--- config.mk ---
export PLATFORM = sky130hd
export DESIGN_NAME = vsmac_stream
export DESIGN_NICKNAME = d
export VERILOG_FILES = /design/src/rtl/vsmac_stream.sv
export SDC_FILE = /design/constraint.sdc
export NUM_CORES = 2
export LEC_CHECK = 0
export ABC_AREA = 1
export BUFFER_PORTS_ARGS = -buffer_cell sky130_fd_sc_hd__buf_4
export CORE_MARGIN = 5
export CORE_UTILIZATION = 45
export CTS_CLUSTER_DIAMETER = 100
export DETAILED_ROUTE_END_ITERATION = 16
export SYNTH_ARGS = -nofsm -noshare
export SYNTH_HDL_FRONTEND = slang
export SYNTH_SLANG_ARGS = --single-unit
--- constraint.sdc ---
create_clock -name clk -period 6.75 [get_ports clk]
set_input_delay 1.35 -clock clk [delete_from_list [all_inputs] [get_ports clk]]
set_output_delay 1.35 -clock clk [all_outputs]
set_load 0.02 [all_outputs]
--- src/rtl/vsmac_stream.sv ---
// Streaming vector-by-scalar multiply-accumulate engine with handshaked input/output,
// runtime-programmed job length, and per-lane rescale plus saturation to OUT_WIDTH.
module vsmac_stream #(
  parameter int LANES     = 6,
  parameter int IN_WIDTH  = 8,
  parameter int ACC_WIDTH = 24,
  parameter int OUT_WIDTH = 8,
  parameter int MAX_ACC   = 16,
  localparam int CNT_W    = $clog2(MAX_ACC + 1),
  localparam int SH_W     = $clog2(ACC_WIDTH)
) (
  input  logic                         clk,
  input  logic                         reset,
  input  logic                         start,
  input  logic [CNT_W-1:0]             acc_len,
  input  logic [SH_W-1:0]              shift,
  input  logic                         signed_mode,
  input  logic                         in_valid,
  output logic                         in_ready,
  input  logic [LANES*IN_WIDTH-1:0]    a,
  input  logic [IN_WIDTH-1:0]          b,
  output logic                         out_valid,
  input  logic                         out_ready,
  output logic [LANES*OUT_WIDTH-1:0]   out,
  output logic                         busy,
  output logic                         done
);

  localparam int PROD_W = 2 * IN_WIDTH + 2;

  if (ACC_WIDTH < 2 * IN_WIDTH + CNT_W) begin : g_bad_acc_width
    $error("vsmac_stream: ACC_WIDTH too small for IN_WIDTH/MAX_ACC");
  end

  localparam logic signed [ACC_WIDTH-1:0] SMAX = ACC_WIDTH'((1 << (OUT_WIDTH - 1)) - 1);
  localparam logic signed [ACC_WIDTH-1:0] SMIN = -ACC_WIDTH'(1 << (OUT_WIDTH - 1));
  localparam logic [ACC_WIDTH-1:0]        UMAX = ACC_WIDTH'((1 << OUT_WIDTH) - 1);

  typedef enum logic [1:0] {
    S_IDLE   = 2'd0,
    S_ACCUM  = 2'd1,
    S_OUTPUT = 2'd2
  } state_t;

  state_t                         r_state, w_state_next;
  logic [CNT_W-1:0]               r_len;
  logic [SH_W-1:0]                r_shift;
  logic                           r_signed;
  logic [CNT_W-1:0]               r_cnt;
  logic signed [ACC_WIDTH-1:0]    r_acc [LANES];
  logic [LANES*OUT_WIDTH-1:0]     r_out;

  logic signed [ACC_WIDTH-1:0]    w_sum [LANES];
  logic [LANES*OUT_WIDTH-1:0]     w_out_next;
  logic signed [IN_WIDTH:0]       w_ax, w_bx;
  logic signed [PROD_W-1:0]       w_prod;
  logic [CNT_W-1:0]               w_len_in;
  logic                           w_last;
  logic                           w_beat;

  // Shift then clamp; in unsigned mode the sum is non-negative so only the top bound matters.
  function automatic logic [OUT_WIDTH-1:0] requant(input logic signed [ACC_WIDTH-1:0] acc,
                                                   input logic [SH_W-1:0] sh,
                                                   input logic sgn);
    logic signed [ACC_WIDTH-1:0] r;
    if (sgn) begin
      r = acc >>> sh;
      if (r > SMAX)      return SMAX[OUT_WIDTH-1:0];
      else if (r < SMIN) return SMIN[OUT_WIDTH-1:0];
      else               return r[OUT_WIDTH-1:0];
    end else begin
      r = acc >> sh;
      if ($unsigned(r) > UMAX) return UMAX[OUT_WIDTH-1:0];
      else                     return r[OUT_WIDTH-1:0];
    end
  endfunction

  assign w_len_in = (acc_len > CNT_W'(MAX_ACC)) ? CNT_W'(MAX_ACC) : acc_len;
  assign w_beat   = (r_state == S_ACCUM) && in_valid;
  assign w_last   = (r_cnt + CNT_W'(1)) == r_len;

  // NOTE: every variable written here gets a default first so no latch is inferred.
  always_comb begin
    w_ax       = '0;
    w_bx       = r_signed ? {b[IN_WIDTH-1], b} : {1'b0, b};
    w_prod     = '0;
    w_out_next = '0;
    for (int i = 0; i < LANES; i++) begin
      w_ax     = r_signed ? {a[i*IN_WIDTH + IN_WIDTH - 1], a[i*IN_WIDTH +: IN_WIDTH]}
                          : {1'b0, a[i*IN_WIDTH +: IN_WIDTH]};
      w_prod   = PROD_W'(w_ax) * PROD_W'(w_bx);
      w_sum[i] = r_acc[i] + ACC_WIDTH'(w_prod);
      w_out_next[i*OUT_WIDTH +: OUT_WIDTH] = requant(w_sum[i], r_shift, r_signed);
    end
  end

  always_comb begin
    w_state_next = r_state;
    in_ready     = 1'b0;
    out_valid    = 1'b0;
    done         = 1'b0;
    busy         = (r_state != S_IDLE);
    case (r_state)
      S_IDLE: begin
        if (start) w_state_next = (w_len_in == '0) ? S_OUTPUT : S_ACCUM;
      end
      S_ACCUM: begin
        in_ready = 1'b1;
        if (in_valid && w_last) w_state_next = S_OUTPUT;
      end
      S_OUTPUT: begin
        out_valid = 1'b1;
        if (out_ready) begin
          done         = 1'b1;
          w_state_next = S_IDLE;
        end
      end
      default: w_state_next = S_IDLE;
    endcase
  end

  // NOTE: state registers use non-blocking assignments so all flops update together at the edge.
  always_ff @(posedge clk) begin
    if (reset) begin
      r_state  <= S_IDLE;
      r_len    <= '0;
      r_shift  <= '0;
      r_signed <= 1'b0;
      r_cnt    <= '0;
      r_out    <= '0;
      // NOTE: the accumulator array is reset explicitly so an aborted job leaves no residue.
      for (int i = 0; i < LANES; i++) r_acc[i] <= '0;
    end else begin
      r_state <= w_state_next;
      if (r_state == S_IDLE && start) begin
        r_len    <= w_len_in;
        r_shift  <= shift;
        r_signed <= signed_mode;
        r_cnt    <= '0;
        for (int i = 0; i < LANES; i++) r_acc[i] <= '0;
        if (w_len_in == '0) r_out <= '0;
      end else if (w_beat) begin
        r_cnt <= r_cnt + CNT_W'(1);
        for (int i = 0; i < LANES; i++) r_acc[i] <= w_sum[i];
        if (w_last) r_out <= w_out_next;
      end
    end
  end

  assign out = r_out;

endmodule

==> key figures <==
Layout
  • NumNets Final: 9482
  • Fillers: 10700
  • Area growth syn-to-layout: 28.3%
  • Layout cell share with drive strength beyond 1: 26.1%

Timing
  • Worst hold slack: about 460 ps
  • RSZ-0062 raised after global routing: true
  • Final worst-path setup slack: -374 ps
  • Fmax: 140 MHz
  • Worst slew pin tran: 1060 ps
  • Final setup vio count: slightly above 50
  • Slew headroom: 29.2%
  • Final Skew: 20.7 ps
  • Hold Violations, Final: 0
  • Pins over their slew limit: 0
  • Fin crit period: 7120 ps
  • Final period utilization: 106%

CTS
  • H-tree levels: 2
  • Clock Sinks: 210
  • CTS Buffer Depth: 3
  • TritonCTS buffer count: 35
  • Clk_lat worst skew: 610 ps
  • CTS tree: yes
  • Hold buffer count at cts: 0
  • Root Driver: clkbuf_16
  • Clk slew on worst S/H paths: 50 ps

Worst setup path
  • R2r worst-path depth: 40
  • Crit. End Element: flop
  • Slowest CP cell: fa_2
  • CP Launch Type: primary input
  • Max stage delay on crit path: 620 ps
  • CP max FO: 4
  • Crit path launch: b[0]
  • Worst flop-to-flop path endpoint: out[25]
  • Critical R2R Launch: r_signed
  • Kind of critical path: primary input to flop
  • Cell mode on critical path: nand2_2
  • Critical path required time: 7210 ps
  • Setup crit end: out[23]
  • Crit path DAT: 7580 ps
  • Worst R2R Setup Slack: -140 ps

GRT
  • Maximum number of pins on one net before global-route repair: ~160
  • First-pass GRT wire length: 274000 um
  • Initial antenna violation count: 3
  • All-Layer GR Usage: 29.1%
  • Vias in the first global route: 49400
  • Total grt overflow: 0

Yosys
  • Net Count, Synth: 8676
  • Async set or reset register ratio after synthesis: 0%
  • Mapped Area: 50400 um^2
  • Mean Syn Cell Area: 6.59 um^2
  • Number of synthesized flops with an enable pin: 144
  • Register area share after synthesis: 11.2%
  • Synthesis warning total: 0
  • Cells after synthesis: 7649
  • FF+latch count, synth: 210
  • Top FF cell, synth: edfxtp_1
  • Post-synth cell types: 64

Floorplan
  • I/O pin count: 124
  • Die area: 119000 um^2
  • Core area: 111000 um^2
  • Die width: 345 um
  • Initial Util: 45.4%
  • Num rows: 122
  • Die span in y: 345 um

Route
  • Vias per cell: 5.12
  • First-pass DRT Iterations: 6
  • Initial detailed-routing violation count: about 4400
  • Drc violations: 0
  • Routed wire length per instance: 17.6 um
  • Final wirelength: 175000 um
  • Routed vias: 51000
  • ANT nets after route: 0

Outcome
  • Status: complete, but fails checks
  • Failing checks: setup timing

Placed design
  • DP HPWL: approximately 140000 um
  • GPL Wtd Cong: 0.982
  • Port Buffers: 123

Run
  • Max Cap Viol: 0

Worst hold path
  • Hold Crit Depth: 2
  • Hold crit path type: flop to flop
## state kept, by name, indices dropped and copies added (netlist names)
signal and cells:
out 48, r_signed 1, r_state 2, r_shift 5
r_cnt 5, r_acc 144, r_len 5
## worst min path at each step
stage,startpoint,end,slack (ps)
global placement,out[2],out[2],460
CTS,out[2],out[2],470
floorplan,r_len[0],r_len[0],460
finish,out[2],out[2],460
detailed placement,out[2],out[2],460
global route,out[47],out[47],490
## final cells by class
cell class / count / area, um^2 / area share [%]
inverters: 1730 / 6570 / 10.2
clock inverters: 19 / 174 / 0.269
diodes: 2 / 5.00 / 0.00774
flip-flops and latches: 210 / 5670 / 8.76
multi-input cells: 5405 / 40800 / 63.1
well taps: 1488 / 1860 / 2.88
clock buffers: 42 / 943 / 1.46
repair buffers: 1073 / 8650 / 13.4
## metal layers
| metal | track usage (%) | share of wire (%) | up-vias |
|---|---|---|---|
| li1 | - | - | 24900 |
| met1 | 43.5 | 47 | 24300 |
| met2 | 45.2 | 43 | 1635 |
| met3 | 3.50 | 6.8 | 243 |
| met4 | 6.48 | 2.5 | 2 |
| met5 | 0 | 0.0068 | - |
## repair_timing
action	4_1_cts	5_1_grt
setup buffers	78	35
endpoints found under the setup margin	48	51
pin swaps	170	252
gates resized for setup	379	504
cloned	1	1
## placed cells by master, fill, tap and decap left out, types with 13 or more instances in the layout
master / n
nand2_1: 2060
inv_1: 1625
buf_4: 1004
nand3_1: 604
fa_1: 564
nor2_1: 309
ha_1: 290
nand2_2: 280
nand3_2: 207
a21oi_1: 184
edfxtp_1: 144
o21ai_0: 112
nor2_2: 91
nand4_1: 90
inv_2: 79
nor2_4: 68
ha_4: 68
a21oi_2: 60
dfxtp_1: 60
nand2_4: 57
o211ai_1: 45
clkbuf_16: 37
xor2_1: 36
nand3_4: 34
buf_12: 31
buf_6: 30
nand3b_1: 26
fa_2: 24
xnor2_1: 22
inv_4: 17
o21ai_1: 15
o21ai_2: 14
or2_2: 13
## per-stage QoR
step	worst slack, ps	cells	instance area (um^2)	util (%)	TNS (ps)
2_1_floorplan	-113	7649	50800	-	-3190
3_3_place_gp	-1570	9792	58900	53.1	-60440
3_5_place_dp	-1510	9792	58900	53.1	-59970
4_1_cts	-270	9931	62400	56.2	-10820
5_1_grt	-668	9967	64700	58.3	-30360
6_report	-374	9969	64700	58.3	-15290
## critical path: cells and delay by family
| family | cells | cell delay [ps] |
|---|---|---|
| adder cells (fa/ha/maj) | 6 | 2910 |
| AND/OR/NAND/NOR | 16 | 1670 |
| buffers and inverters | 9 | 910 |
| AO/OA/AOI/OAI | 3 | 710 |
## cells in the mapped netlist, types with 26 or more instances
master,count,area (um^2)
clkbuf_1,152,571
xor2_1,38,333
fa_1,588,11800
a21oi_1,230,1150
nand4_1,90,563
buf_1,57,214
dfxtp_1,66,1320
edfxtp_1,144,4320
buf_2,92,460
nand3_1,776,3880
inv_1,1695,6360
nand2_2,87,544
inv_2,28,105
nand3_2,69,691
nand3b_1,26,195
nand2_1,2299,8630
nor2_1,411,1540
o21ai_0,114,571
ha_1,367,4590
nor2_2,46,288
o211ai_1,45,338
## kinds of logic after synthesis
kind of cell             Yosys count  share of synthesized area, %
AND/OR/NAND/NOR                 3892                          34.0
buffers and inverters           2034                          15.4
adder cells (fa/ha/maj)          955                          32.5
AO/OA/AOI/OAI                    485                          5.56
flip-flops                       210                          11.2
XOR/XNOR                          63                          1.12
multiplexers                      10                         0.199
Power is not shown: default switching activity piles up to over one toggle a cycle in this logic, so the estimate is an artifact.
